File: src/rtl/alu_rs_scheduler.sv
// Reservation station for the integer ALU: buffers dispatched ops, snoops the CDB
// for pending operands and issues the lowest-index ready entry each cycle.

module alu_rs_entry #(
   parameter int ROB_WIDTH = 4
) (
   input  logic                 clk_in,
   input  logic                 rst_in,
   input  logic                 rdy_in,
   input  logic                 clear,
   input  logic                 alloc,
   input  logic                 issue,
   input  logic [3:0]           in_op,
   input  logic [31:0]          in_vj,
   input  logic [31:0]          in_vk,
   input  logic                 in_qj_valid,
   input  logic                 in_qk_valid,
   input  logic [ROB_WIDTH-1:0] in_qj,
   input  logic [ROB_WIDTH-1:0] in_qk,
   input  logic [ROB_WIDTH-1:0] in_rob,
   input  logic                 cdb_valid,
   input  logic [ROB_WIDTH-1:0] cdb_rob,
   input  logic [31:0]          cdb_value,
   output logic                 busy,
   output logic                 ready,
   output logic [3:0]           op,
   output logic [31:0]          vj,
   output logic [31:0]          vk,
   output logic [ROB_WIDTH-1:0] rob
);
   logic                 qj_valid, qk_valid;
   logic [ROB_WIDTH-1:0] qj, qk;
   logic                 fwd_j, fwd_k, snp_j, snp_k;

   // Dispatch-time forwarding covers a tag broadcast in the same cycle it is allocated.
   assign fwd_j = in_qj_valid && cdb_valid && (cdb_rob == in_qj);
   assign fwd_k = in_qk_valid && cdb_valid && (cdb_rob == in_qk);
   assign snp_j = busy && qj_valid && cdb_valid && (cdb_rob == qj);
   assign snp_k = busy && qk_valid && cdb_valid && (cdb_rob == qk);
   assign ready = busy && !qj_valid && !qk_valid;

   always_ff @(posedge clk_in or posedge rst_in) begin
      if (rst_in) begin
         busy     <= 1'b0;
         op       <= '0;
         vj       <= '0;
         vk       <= '0;
         qj_valid <= 1'b0;
         qk_valid <= 1'b0;
         qj       <= '0;
         qk       <= '0;
         rob      <= '0;
      end else if (rdy_in) begin
         if (clear) begin
            busy <= 1'b0;
         end else if (alloc) begin
            busy     <= 1'b1;
            op       <= in_op;
            rob      <= in_rob;
            qj       <= in_qj;
            qk       <= in_qk;
            qj_valid <= in_qj_valid && !fwd_j;
            qk_valid <= in_qk_valid && !fwd_k;
            vj       <= fwd_j ? cdb_value : in_vj;
            vk       <= fwd_k ? cdb_value : in_vk;
         end else begin
            if (issue) busy <= 1'b0;
            if (snp_j) begin
               vj       <= cdb_value;
               qj_valid <= 1'b0;
            end
            if (snp_k) begin
               vk       <= cdb_value;
               qk_valid <= 1'b0;
            end
         end
      end
   end
endmodule

module alu_rs_scheduler #(
   parameter int ROB_WIDTH = 4,
   parameter int RS_WIDTH  = 3
) (
   input  logic                 clk_in,
   input  logic                 rst_in,
   input  logic                 rdy_in,
   input  logic                 clear,
   input  logic                 in_valid,
   input  logic [3:0]           in_op,
   input  logic [31:0]          in_vj,
   input  logic [31:0]          in_vk,
   input  logic                 in_qj_valid,
   input  logic                 in_qk_valid,
   input  logic [ROB_WIDTH-1:0] in_qj,
   input  logic [ROB_WIDTH-1:0] in_qk,
   input  logic [ROB_WIDTH-1:0] in_rob,
   output logic                 full,
   input  logic                 cdb_valid,
   input  logic [ROB_WIDTH-1:0] cdb_rob,
   input  logic [31:0]          cdb_value,
   output logic                 issue_cal,
   output logic [31:0]          issue_a,
   output logic [31:0]          issue_b,
   output logic [3:0]           issue_op,
   output logic [ROB_WIDTH-1:0] issue_rob
);
   localparam int RS_SIZE = 2 ** RS_WIDTH;

   typedef struct packed {
      logic [3:0]           op;
      logic [31:0]          a;
      logic [31:0]          b;
      logic [ROB_WIDTH-1:0] rob;
   } iss_t;

   logic [RS_SIZE-1:0]                busy, ready, free_oh, alloc_oh, issue_oh;
   logic [RS_SIZE-1:0][3:0]           e_op;
   logic [RS_SIZE-1:0][31:0]          e_vj, e_vk;
   logic [RS_SIZE-1:0][ROB_WIDTH-1:0] e_rob;
   logic [RS_WIDTH-1:0]               issue_idx;
   iss_t                              iss_d, iss_q;

   assign full = &busy;

   // Lowest clear bit of busy / lowest set bit of ready, as one-hot masks.
   assign free_oh  = ~busy & (busy + 1'b1);
   assign alloc_oh = (in_valid && !full) ? free_oh : '0;
   assign issue_oh = ready & (~ready + 1'b1);

   always_comb begin
      issue_idx = '0;
      for (int i = RS_SIZE - 1; i >= 0; i--)
         if (ready[i]) issue_idx = RS_WIDTH'(i);
   end

   assign iss_d = '{op: e_op[issue_idx], a: e_vj[issue_idx], b: e_vk[issue_idx], rob: e_rob[issue_idx]};

   for (genvar g = 0; g < RS_SIZE; g++) begin : g_ent
      alu_rs_entry #(.ROB_WIDTH(ROB_WIDTH)) u_ent (
         .clk_in     (clk_in),
         .rst_in     (rst_in),
         .rdy_in     (rdy_in),
         .clear      (clear),
         .alloc      (alloc_oh[g]),
         .issue      (issue_oh[g]),
         .in_op      (in_op),
         .in_vj      (in_vj),
         .in_vk      (in_vk),
         .in_qj_valid(in_qj_valid),
         .in_qk_valid(in_qk_valid),
         .in_qj      (in_qj),
         .in_qk      (in_qk),
         .in_rob     (in_rob),
         .cdb_valid  (cdb_valid),
         .cdb_rob    (cdb_rob),
         .cdb_value  (cdb_value),
         .busy       (busy[g]),
         .ready      (ready[g]),
         .op         (e_op[g]),
         .vj         (e_vj[g]),
         .vk         (e_vk[g]),
         .rob        (e_rob[g])
      );
   end

   // Data outputs hold when nothing issues; only the request strobe drops.
   always_ff @(posedge clk_in or posedge rst_in) begin
      if (rst_in) begin
         issue_cal <= 1'b0;
         iss_q     <= '0;
      end else if (rdy_in) begin
         if (clear) begin
            issue_cal <= 1'b0;
         end else begin
            issue_cal <= |ready;
            if (|ready) iss_q <= iss_d;
         end
      end
   end

   assign issue_a   = iss_q.a;
   assign issue_b   = iss_q.b;
   assign issue_op  = iss_q.op;
   assign issue_rob = iss_q.rob;
endmodule

File: config.mk
export PLATFORM = sky130hd
export DESIGN_NAME = alu_rs_scheduler
export DESIGN_NICKNAME = d
export VERILOG_FILES = /design/src/rtl/alu_rs_scheduler.sv
export SDC_FILE = /design/constraint.sdc
export NUM_CORES = 2
export LEC_CHECK = 0
export ABC_AREA = 1
export ABC_CLOCK_PERIOD_IN_PS = 3400
export BUFFER_PORTS_ARGS = -buffer_cell sky130_fd_sc_hd__buf_2
export CAP_MARGIN = 20
export CORE_MARGIN = 2
export CORE_UTILIZATION = 63
export CTS_BUF_LIST = sky130_fd_sc_hd__clkbuf_16
export DETAILED_ROUTE_END_ITERATION = 10
export PLACE_DENSITY = 0.79
export SKIP_CTS_REPAIR_TIMING = 1
export SYNTH_ARGS = -nofsm -noshare
export SYNTH_HDL_FRONTEND = slang
export SYNTH_HIERARCHICAL = 1
export SYNTH_SLANG_ARGS = --single-unit
File: constraint.sdc
create_clock -name clk_in -period 3.4 [get_ports clk_in]
set_clock_uncertainty 0.15 [all_clocks]
set_input_delay 0.34 -clock clk_in [delete_from_list [all_inputs] [get_ports clk_in]]
set_output_delay 0.34 -clock clk_in [all_outputs]
set_load 0.02 [all_outputs]
==> metrics.yaml <==
routabilityCongestion: 0.963
r2r-end: "g_ent[0].u_ent/vk[22]"
crit_fanout: 24
synth.avg_cell_area_um2: 6.60
fin_crit_ns: 3.23
worstMarginPinSlew_ns: 1.13
criticalPathCategory: "flop to flop"
fp.dieH_um: 277
antenna_found_initial: 13
min_path_type: "primary input to flop"
dr.first_iter.drc_count: 7915
postPlaceCellArea_mm2: 0.0485
grt_overflow_total: 0
min_path_cells: 5
routedWlPerCell_um: 23.9
yosysMostFrequentCell: "nand2_1"
dp_cells: 8010
netlist_instances: 7111
drv_slew: 0
critPathArrivalTime_ns: 3.62
port_buffers: 197
final_cell_count_no_fill: 8171
synth_edf_count: 0
pwr-share-comb: 0.229
area_growth_pct: 9.10
pwr-share-clk: 0.346
viasPerCell: 6.12
crit_path_start_kind: "flop"
design.portCount: 198
rsz0062_at_grt: "false"
synthDistinctLibCells: 31
drt_wl_total_um: 195000
tns_ns: 0
whs_ns: -0.0249
hold_end: "g_ent[1].u_ent/vj[30]"
clockBufferDepth: 3
synth.top_cell.area_share: 0.393
yosysSeqAreaShare: 0.393
route.detailed.drc: 0
worst-r2r-cell-count: 13
fin_ws_ns: 0.170
synth_area_mm2: 0.0470
drt_first_pass_iters: 9
yosys_register_bits: 737
cts.root.buffer_cell: "clkbuf_16"
core_mm2: 0.0741
synth-main-ff-cell: "dfrtp_1"
reg2reg_slack_ns: 0.17
grt_first_pass_wirelength_um: 292000
yosysWarnings: 6
endpoint_kind: "flop"
synth-async-reset-ratio: 1.00
synth.area.top_cells: "dfrtp_1 (39%), nand3_1 (19%), nand2_1 (19%), inv_1 (11%), buf_2 (2.7%)"
dp_hpwl_um: 114000
initial_core_util: 0.634
place_ws_ns: 0.144
powerDensity_mw_per_mm2: 502
leakage_nw: 30.3
violations: "negative hold slack"
p_sw_mw: 8.65
final-hold-violation-count: 85
rows: 100
syn_nets: 7235
outcome: "finished, violations left"
fin_area_mm2: 0.0512
layout-drive-gt1-share: 0.0855
max_freq_mhz: 310
grt_max_degree: 97
clkTransAtPathRegs_ns: 0.06
groute.usage.overall: 0.505
synth_top_area_cell: "dfrtp_1"
relSlewSlack: 0.247
clk_latency_ns: 0.65
die_area_mm2: 0.0767
seq_power_share: 0.425
period_share: 0.950
r2r-start: "g_ent[0].u_ent/busy"
vias: 50000
holdCritStartpoint: "cdb_value[30]"
htree_levels: 3
p_int_mw: 17.1
drv_cap: 0
final_nets: 7262
max-vdd-ir-drop_uv: 407
dieWidth_um: 277
setup_viol: 0
clock_sinks: 737
tritoncts: "yes"
cp_data_required_time_ns: 3.79
first_global_vias: 47500
numCtsBuffers: 84
synth_common_cells: "nand2_1 (2321), nand3_1 (1795), inv_1 (1351)"
power_switching_share: 0.336
ant_nets: 0
## layout make-up
| cell class | instances | area (µm²) |
|---|---|---|
| inverter | 1390 | 5260 |
| sequential | 737 | 18400 |
| timing repair buffer | 366 | 2800 |
| clock buffer | 89 | 2230 |
| antenna | 5 | 12.5 |
| tap | 969 | 1210 |
| fill | 6506 | 22800 |
| clock inverter | 56 | 343 |
| multi-input combinational | 4559 | 20900 |
## worst max-delay path, stage by stage (launching register included)
cell	delay, ns
dfrtp_1	0.47
nand4_1	0.22
nor2_1	0.07
nand2_1	0.13
nor2_1	0.08
nor2_1	0.17
inv_1	0.14
nor2_4	0.25
nand3_4	0.28
nand2_2	0.41
inv_2	0.29
buf_12	0.29
nand2_1	0.10
nand2_1	0.05
## per-layer routing
metal	wire length, µm	track usage	vias up
met3	33000	0.196	1058
met4	14700	0.321	24
li1	-	-	21800
met5	161	0.00438	-
met2	78700	0.715	4327
met1	68300	0.645	22800
## per-stage QoR
step | power (mW) | utilization
after floorplan | 14.7 | -
after CTS | 25.5 | 0.690
final | 25.7 | 0.692
after global placement | 16.6 | 0.655
after detailed placement | 16.7 | 0.655
after global routing | 26.8 | 0.692
## kinds of logic after synthesis
| logic type | share of synthesized area |
|---|---|
| simple gates | 0.404 |
| buf+inv | 0.163 |
| flops | 0.393 |
| compound gates | 0.0106 |
| mux | 0.0173 |
| xor+xnor | 0.0119 |
## registers in the layout, summed over array words and instances, names as in the netlist
signal                cells
g_ent.u_ent/busy          8
g_ent.u_ent/op           32
g_ent.u_ent/qj           32
g_ent.u_ent/qj_valid      8
g_ent.u_ent/qk           32
g_ent.u_ent/qk_valid      8
g_ent.u_ent/rob          32
g_ent.u_ent/vj          256
g_ent.u_ent/vk          256
issue_a                  32
issue_b                  32
issue_cal                 1
issue_op                  4
issue_rob                 4
## worst max path at each step
stage                     slack (ns)                 from                    end
after global routing            0.08  g_ent[0].u_ent/busy  g_ent[0].u_ent/vk[25]
after CTS                       0.13  g_ent[0].u_ent/busy  g_ent[7].u_ent/vj[22]
after global placement          0.26  g_ent[0].u_ent/busy  g_ent[7].u_ent/vj[21]
after floorplan                 0.73  g_ent[0].u_ent/busy   g_ent[4].u_ent/op[2]
final                           0.17  g_ent[0].u_ent/busy  g_ent[0].u_ent/vk[22]
after detailed placement        0.14  g_ent[0].u_ent/busy  g_ent[7].u_ent/vj[22]
## power groups by stage
stage                     Clock [mW]  Combinational (mW)  Sequential (mW)
after detailed placement           0                5.71             11.0
after CTS                       8.85                5.74             10.9
after floorplan                    0                3.36             11.4
after global routing            9.20                6.47             11.1
after global placement             0                5.58             11.0
final                           8.89                5.89             10.9
## cells in the final DEF, fill, tap and decap left out, types with 2 or more instances in the layout
cell type and instances:
nor3_1 9, nand2_1 2320, diode_2 5, clkbuf_16 89, bufinv_16 4, nand3b_1 29, buf_4 116, nand3_2 16
buf_12 41, nor2_1 108, buf_2 197, nor3_2 3, o31a_1 8, inv_1 1358, clkinv_2 17, xor2_1 64
nand2_2 24, nand2_4 9, a21oi_1 17, nand2_8 2, o21ai_0 65, dlygate4sd3_1 11, nand3_1 1795, mux2_2 32
clkinv_1 18, mux2_1 40, dfrtp_1 737, nor4_2 2, nand3_4 8, inv_4 9, nor2_4 3, inv_2 36
(Power assumes the default switching activity.)
